`src/rtl/sipo_framer_pkg.sv`:
```
// Shared definitions for the sipo_framer deserialiser: FSM state encoding,
// bit-order constants and the counter width helper.
package sipo_framer_pkg;

    typedef enum logic {
        ST_IDLE  = 1'b0,
        ST_SHIFT = 1'b1
    } state_t;

    localparam bit ORDER_LSB_FIRST = 1'b0;
    localparam bit ORDER_MSB_FIRST = 1'b1;

    // Width of the bit counter for a given word width (never below one bit).
    function automatic int cnt_w(input int width);
        return (width > 1) ? $clog2(width) : 1;
    endfunction

endpackage

```
`src/rtl/sipo_framer_if.sv`:
```
// Serial-in / parallel-out bus: serial source and word consumer on the
// master side, the deserialiser on the slave side.
interface sipo_framer_if #(
    parameter int WIDTH = 4
);
    import sipo_framer_pkg::*;

    localparam int CNT_W = cnt_w(WIDTH);

    logic             sin;
    logic             sin_en;
    logic             sync;
    logic             out_ready;
    logic             clr_overrun;
    logic [WIDTH-1:0] data_out;
    logic             out_valid;
    logic             overrun;
    logic [CNT_W-1:0] bit_cnt;
    logic [WIDTH-1:0] shift_q;

    modport master (
        output sin, sin_en, sync, out_ready, clr_overrun,
        input  data_out, out_valid, overrun, bit_cnt, shift_q
    );

    modport slave (
        input  sin, sin_en, sync, out_ready, clr_overrun,
        output data_out, out_valid, overrun, bit_cnt, shift_q
    );

endinterface

```
`src/rtl/sipo_framer_shift_core.sv`:
```
// Parametrised shift register. clr zeroes the register before the shift is
// applied, so clr together with en yields a fresh word holding only sin.
// The next-state value is exported so the parent can capture a completed
// word on the same edge that shifts in its last bit.
module sipo_framer_shift_core
    import sipo_framer_pkg::*;
#(
    parameter int WIDTH     = 4,
    parameter bit MSB_FIRST = ORDER_LSB_FIRST
) (
    input  logic             clk,
    input  logic             reset,
    input  logic             en,
    input  logic             clr,
    input  logic             sin,
    output logic [WIDTH-1:0] q,
    output logic [WIDTH-1:0] q_next
);

    logic [WIDTH-1:0] base;

    // Next value: optional clear, then insert sin at the end chosen by bit order.
    always_comb begin
        base   = clr ? '0 : q;
        q_next = base;
        if (en) begin
            if (MSB_FIRST == ORDER_MSB_FIRST) begin
                q_next = {base[WIDTH-2:0], sin};
            end else begin
                q_next = {sin, base[WIDTH-1:1]};
            end
        end
    end

    // Shift register state.
    always_ff @(posedge clk or posedge reset) begin
        if (reset) begin
            q <= '0;
        end else begin
            q <= q_next;
        end
    end

endmodule

```
`src/rtl/sipo_framer.sv`:
```
// Serial-in/parallel-out framer: optional sync alignment, bit counting,
// word capture with valid/ready handshake and sticky overrun flag.
module sipo_framer
    import sipo_framer_pkg::*;
#(
    parameter int WIDTH     = 4,
    parameter bit MSB_FIRST = ORDER_LSB_FIRST,
    parameter bit NEED_SYNC = 1'b0
) (
    input  logic         clk,
    input  logic         reset,
    sipo_framer_if.slave bus
);

    localparam int               CNT_W    = cnt_w(WIDTH);
    localparam logic [CNT_W-1:0] CNT_LAST = CNT_W'(WIDTH - 1);
    // Without sync alignment the block comes out of reset already shifting.
    localparam state_t           ST_RESET = NEED_SYNC ? ST_IDLE : ST_SHIFT;

    state_t           state;
    state_t           state_nx;
    logic             shift_en;
    logic             complete;
    logic [CNT_W-1:0] bit_cnt;
    logic [WIDTH-1:0] shift_cur;
    logic [WIDTH-1:0] shift_next;
    logic [WIDTH-1:0] data_q;
    logic             valid_q;
    logic             ovr_q;

    sipo_framer_shift_core #(
        .WIDTH     (WIDTH),
        .MSB_FIRST (MSB_FIRST)
    ) u_core (
        .clk    (clk),
        .reset  (reset),
        .en     (shift_en),
        .clr    (bus.sync),
        .sin    (bus.sin),
        .q      (shift_cur),
        .q_next (shift_next)
    );

    // FSM state register.
    always_ff @(posedge clk or posedge reset) begin
        if (reset) begin
            state <= ST_RESET;
        end else begin
            state <= state_nx;
        end
    end

    // Next state and shift qualifier: IDLE only accepts a bit that arrives with sync.
    always_comb begin
        state_nx = state;
        shift_en = 1'b0;
        case (state)
            ST_IDLE: begin
                if (bus.sync) begin
                    state_nx = ST_SHIFT;
                    shift_en = bus.sin_en;
                end
            end
            ST_SHIFT: begin
                shift_en = bus.sin_en;
            end
            default: begin
                state_nx = ST_RESET;
            end
        endcase
    end

    // A sync bit always starts a new word, so it can never complete one.
    assign complete = shift_en && !bus.sync && (bit_cnt == CNT_LAST);

    // Bit counter: restarts on sync, wraps only on word completion.
    always_ff @(posedge clk or posedge reset) begin
        if (reset) begin
            bit_cnt <= '0;
        end else if (bus.sync) begin
            bit_cnt <= shift_en ? CNT_W'(1) : '0;
        end else if (complete) begin
            bit_cnt <= '0;
        end else if (shift_en) begin
            bit_cnt <= bit_cnt + CNT_W'(1);
        end
    end

    // Word capture and valid handshake; completion outranks consumption.
    always_ff @(posedge clk or posedge reset) begin
        if (reset) begin
            data_q  <= '0;
            valid_q <= 1'b0;
        end else if (complete) begin
            data_q  <= shift_next;
            valid_q <= 1'b1;
        end else if (valid_q && bus.out_ready) begin
            valid_q <= 1'b0;
        end
    end

    // Sticky overrun: set when an unconsumed word is overwritten; set beats clear.
    always_ff @(posedge clk or posedge reset) begin
        if (reset) begin
            ovr_q <= 1'b0;
        end else if (complete && valid_q && !bus.out_ready) begin
            ovr_q <= 1'b1;
        end else if (bus.clr_overrun) begin
            ovr_q <= 1'b0;
        end
    end

    assign bus.data_out  = data_q;
    assign bus.out_valid = valid_q;
    assign bus.overrun   = ovr_q;
    assign bus.bit_cnt   = bit_cnt;
    assign bus.shift_q   = shift_cur;

endmodule

```
`src/flat_wrapper.sv`:
```
// flat-port wrapper written by rule: the top's interface ports become plain ports
module sipo_framer_flat import sipo_framer_pkg::*;
#(
    parameter int WIDTH     = 4,
    parameter bit MSB_FIRST = ORDER_LSB_FIRST,
    parameter bit NEED_SYNC = 1'b0
)
  (clk, reset, bus_sin, bus_sin_en, bus_sync, bus_out_ready, bus_clr_overrun, bus_data_out, bus_out_valid, bus_overrun, bus_bit_cnt, bus_shift_q);
  sipo_framer_if #(.WIDTH(WIDTH)) bus_i ();
  input  logic clk;
  input  logic reset;
  input wire logic [$bits(bus_i.sin)-1:0] bus_sin;
  input wire logic [$bits(bus_i.sin_en)-1:0] bus_sin_en;
  input wire logic [$bits(bus_i.sync)-1:0] bus_sync;
  input wire logic [$bits(bus_i.out_ready)-1:0] bus_out_ready;
  input wire logic [$bits(bus_i.clr_overrun)-1:0] bus_clr_overrun;
  output wire logic [$bits(bus_i.data_out)-1:0] bus_data_out;
  output wire logic [$bits(bus_i.out_valid)-1:0] bus_out_valid;
  output wire logic [$bits(bus_i.overrun)-1:0] bus_overrun;
  output wire logic [$bits(bus_i.bit_cnt)-1:0] bus_bit_cnt;
  output wire logic [$bits(bus_i.shift_q)-1:0] bus_shift_q;
  assign bus_i.sin = bus_sin;
  assign bus_i.sin_en = bus_sin_en;
  assign bus_i.sync = bus_sync;
  assign bus_i.out_ready = bus_out_ready;
  assign bus_i.clr_overrun = bus_clr_overrun;
  assign bus_data_out = bus_i.data_out;
  assign bus_out_valid = bus_i.out_valid;
  assign bus_overrun = bus_i.overrun;
  assign bus_bit_cnt = bus_i.bit_cnt;
  assign bus_shift_q = bus_i.shift_q;
  sipo_framer #(.WIDTH(WIDTH), .MSB_FIRST(MSB_FIRST), .NEED_SYNC(NEED_SYNC)) u_core (.clk(clk), .reset(reset), .bus(bus_i));
endmodule
```
`config.mk`:
```
export PLATFORM = sky130hd
export DESIGN_NAME = sipo_framer_flat
export DESIGN_NICKNAME = d
export VERILOG_FILES = /design/src/rtl/sipo_framer_pkg.sv /design/src/rtl/sipo_framer_if.sv /design/src/rtl/sipo_framer_shift_core.sv /design/src/rtl/sipo_framer.sv /design/src/flat_wrapper.sv
export SDC_FILE = /design/constraint.sdc
export NUM_CORES = 1
export LEC_CHECK = 0
export BUFFER_PORTS_ARGS = -buffer_cell sky130_fd_sc_hd__buf_2
export CAP_MARGIN = 20
export CORE_AREA = 2 2 39 41
export DETAILED_ROUTE_END_ITERATION = 16
export DIE_AREA = 0 0 41 43
export GPL_ROUTABILITY_DRIVEN = 1
export PLACE_DENSITY = 0.7
export SKIP_LAST_GASP = 1
export SYNTH_ARGS = -nofsm -noshare
export SYNTH_HDL_FRONTEND = slang
export SYNTH_HIERARCHICAL = 1
export SYNTH_SLANG_ARGS = --single-unit
```
`constraint.sdc`:
```
create_clock -name clk -period 4 [get_ports clk]
set_clock_uncertainty 0.05 [all_clocks]
set_input_delay 0.4 -clock clk [delete_from_list [all_inputs] [get_ports clk]]
set_output_delay 0.4 -clock clk [all_outputs]
set_load 0.01 [all_outputs]
```
==> metrics.md <==
| Metric | Value |
|---|---|
| Final Slew Violations | 0 |
| CTS sink cnt | 13 |
| # DRC | 0 |
| Final Hold Fails | 0 |
| Sw frac | roughly 25% |
| Clk buf depth | 2 |
| Hold WC Path Type | input pin to flop |
| Rel. slew slack | between 70% and 80% |
| TritonCTS clock tree | yes |
| I/O Pins | 19 |
| Critical setup path kind | flop to flop |
| Ant. Diodes | 0 |
| Antenna violations before repair | 0 |
| Crit path time final | between 1500 and 2000 ps |
| CP Max Fanout | 6 |
| Critical Path Start Type | flop |
| GRT Resource Usage Total | 13.4% |
| Setup Total Neg Slack | 0 ps |
| Combinational fraction of design power | 15.7% |
| Chip height | ~43 µm |
| Mapped Avg Cell Area | ~13 µm² |
| Pwr dens | between 300 and 400 nW/µm² |
| Vias | around 400 |
| Core area | 1380 µm² |
| RSZ-0062 raised after global routing | no |
| Wire per inst | between 10 and 15 µm |
| Max_cap viols | 0 |
| GRT overflow | 0 |
| RePlAce Congestion | 0.642 |
| Worst path required time | 4110 ps |
| Clock root buffer | clkbuf_4 |
| # nets final | 74 |
| Site Rows | 14 |
| Initial Util | ~40% |
| Die X | slightly above 40 µm |
| Status | complete, no violations |
| Netlist cell types | 22 |
| Die ar. | ~1800 µm² |
| Post-CTS Setup Bufs | 0 |
| Dpl cells | 76 |
| Setup WS post-layout | 2280 ps |
| Final Cycle Share | between 40% and 50% |
| Worst-skew pair later-pin latency | about 270 ps |
| LEAKAGE | slightly below 0.4 nW |
| First-pass GRT wire length | 1460 µm |
| CP Data Arrival Time | around 1800 ps |
| Element type at the critical path end | flop |
| Initial DRT Pass Iterations | 2 |
| Detailed Place HPWL | between 700 and 800 µm |
| Sw Pwr | 0.0673 mW |
| Seq cells post-synth | 13 |
| H-tree Lvls | 1 |
| # setup viols final | 0 |
| Max Fclk | roughly 0.58 GHz |
| Worst IR Drop VDD | slightly above 0.2 mV |
| Final wirelength | between 1000 and 1500 µm |
| I/O Buffers | 18 |
| Reg power frac | 54.7% |
| Routed Antenna Nets | 0 |
| Top cell type by total area after synthesis | dfrtp_1 |
| Vias per inst | about 4.9 |
| Pint | 0.200 mW |
| Commonest cells after routing, fill and taps aside | 18 x buf_2, 12 x dfrtp_1, 4 x mux2_2 |
| Layout fillers | between 100 and 150 |
| Final non-filler cell total | between 80 and 90 |
| Vias in the first global route | 360 |
| Worst setup path start | u_core/state$_DFF_PP1_ |
| Power share of the clock group | 29.6% |
| Worst r2r src | u_core/state$_DFF_PP1_ |
| Cells after synthesis | between 40 and 50 |
| Yosys warns | 6 |
| Sequential fraction of the synthesis area | roughly 58% |
| Largest net degree at the start of global routing | 10 |
| Setup WS pre-CTS | 2190 ps |
| Syn Nets | 51 |
| Layout area overhead | 23.9% |
| Worst Hold Launch | bus_clr_overrun |
| Most common cell after layout, fill and taps aside | buf_2 |
| Synth top area cells | dfrtp_1 53%, mux2_2 8.0%, mux2i_1 5.3% |
| Cell area after synthesis | 566 µm² |
| Post-synth top area share | between 50% and 60% |
| Cts bufs inserted | 3 |
| Layout cells sized above 1 | between 40% and 50% |
| Worst-Margin Slew | between 300 and 400 ps |
| Initial DRC Count | 2 |
| Clk pin slew, worst setup/hold paths | around 80 ps |
## Yosys cell counts
| cell type | n |
|---|---|
| nor2b_1 | 1 |
| nor4bb_1 | 1 |
| nor2_2 | 1 |
| buf_6 | 1 |
| nand2b_1 | 1 |
| nand4b_4 | 1 |
| a21bo_2 | 1 |
| nand3_1 | 1 |
| dfrtp_1 | 12 |
| inv_1 | 3 |
| dfstp_2 | 1 |
| o22ai_1 | 1 |
| mux2_2 | 4 |
| nor2_1 | 3 |
| a22o_1 | 1 |
| or2_2 | 1 |
| a21oi_1 | 1 |
| a221o_1 | 1 |
| mux2i_1 | 3 |
| and2_1 | 1 |
| ha_1 | 1 |
| nand2_1 | 2 |
## worst max-delay path: stages, from the launching register on
cell and delay, ps:
dfstp_2 600, or2_2 130, and2_1 260, mux2i_1 230, nor2_1 80, mux2_2 260
## registers in the layout, indices dropped and copies added (netlist names)
name / count
u_core/bus.bit_cnt: 2
u_core/state: 1
u_core/bus.overrun: 1
u_core/bus.out_valid: 1
u_core/u_core/q: 4
u_core/bus.data_out: 4
## repair_timing
action,CTS,global route
resized for setup,0,0
hold endpoints to repair,4,0
hold buffers,1,0
## final cells by class
cell class                 instances  area, µm²  area share [%]
inverter                           3       11.3            1.61
tap                               16       20.0            2.86
sequential                        13        327            46.6
timing repair buffer              19        100            14.3
clock buffer                       4       26.3            3.75
multi-input combinational         26        216            30.9
## power by group through the flow
| stage | combinational [mW] | clock [mW] | sequential, mW |
|---|---|---|---|
| 2_1_floorplan | 0.0203 | 0 | 0.153 |
| 3_3_place_gp | 0.0408 | 0 | 0.148 |
| 3_5_place_dp | 0.0419 | 0 | 0.149 |
| 4_1_cts | 0.0428 | 0.0838 | 0.146 |
| 5_1_grt | 0.0462 | 0.0883 | 0.147 |
| 6_report | 0.0420 | 0.0791 | 0.146 |
## metrics by stage
step	total power, mW	utilization (%)	cell area, µm²	hold slack, ps
detailed placement	0.191	48.0	664	239
global placement	0.189	48.0	664	239
CTS	0.273	50.6	701	240
finish	0.267	50.6	701	249
floorplan	0.173	-	566	116
global route	0.282	50.6	701	247
## routing by layer
| layer | global-route usage (%) | share of wire [%] | wire length, µm |
|---|---|---|---|
| met2 | 20.0 | 47 | 479 |
| met4 | 12.0 | 1.2 | 12 |
| met3 | 3.14 | 5.6 | 57 |
| met1 | 14.9 | 46 | 461 |
| met5 | 0 | 0 | 0 |
## path summary, 6_finish.rpt
path / to / slack, ps / depth (start not counted)
min reg2reg: u_core/bus.data_out[1]$_DFFE_PP0P_ / 460 / 1
max: u_core/bus.data_out[1]$_DFFE_PP0P_ / 2280 / 5
min in group asynchronous: u_core/u_core/q[0]$_DFF_PP0_ / 510 / 3
min: u_core/bus.overrun$_DFFE_PP0P_ / 250 / 2
max reg2reg: u_core/bus.data_out[1]$_DFFE_PP0P_ / 2280 / 5
max in group asynchronous: u_core/state$_DFF_PP1_ / 3000 / 3
## cells by family (layout without fill, tap and decap cells)
logic type                 count (synthesis)  count (layout)  synth area share [%]
adders and majority gates                  1               1                  2.21
muxes                                      7               7                  13.3
and+or+nand+nor                           13              13                  15.7
DFF                                       13              13                  57.7
AOI/OAI and AO/OA                          5               5                  7.08
buffers and inverters                      4              26                  3.98
Note: power is estimated with default switching activity, not from simulation.
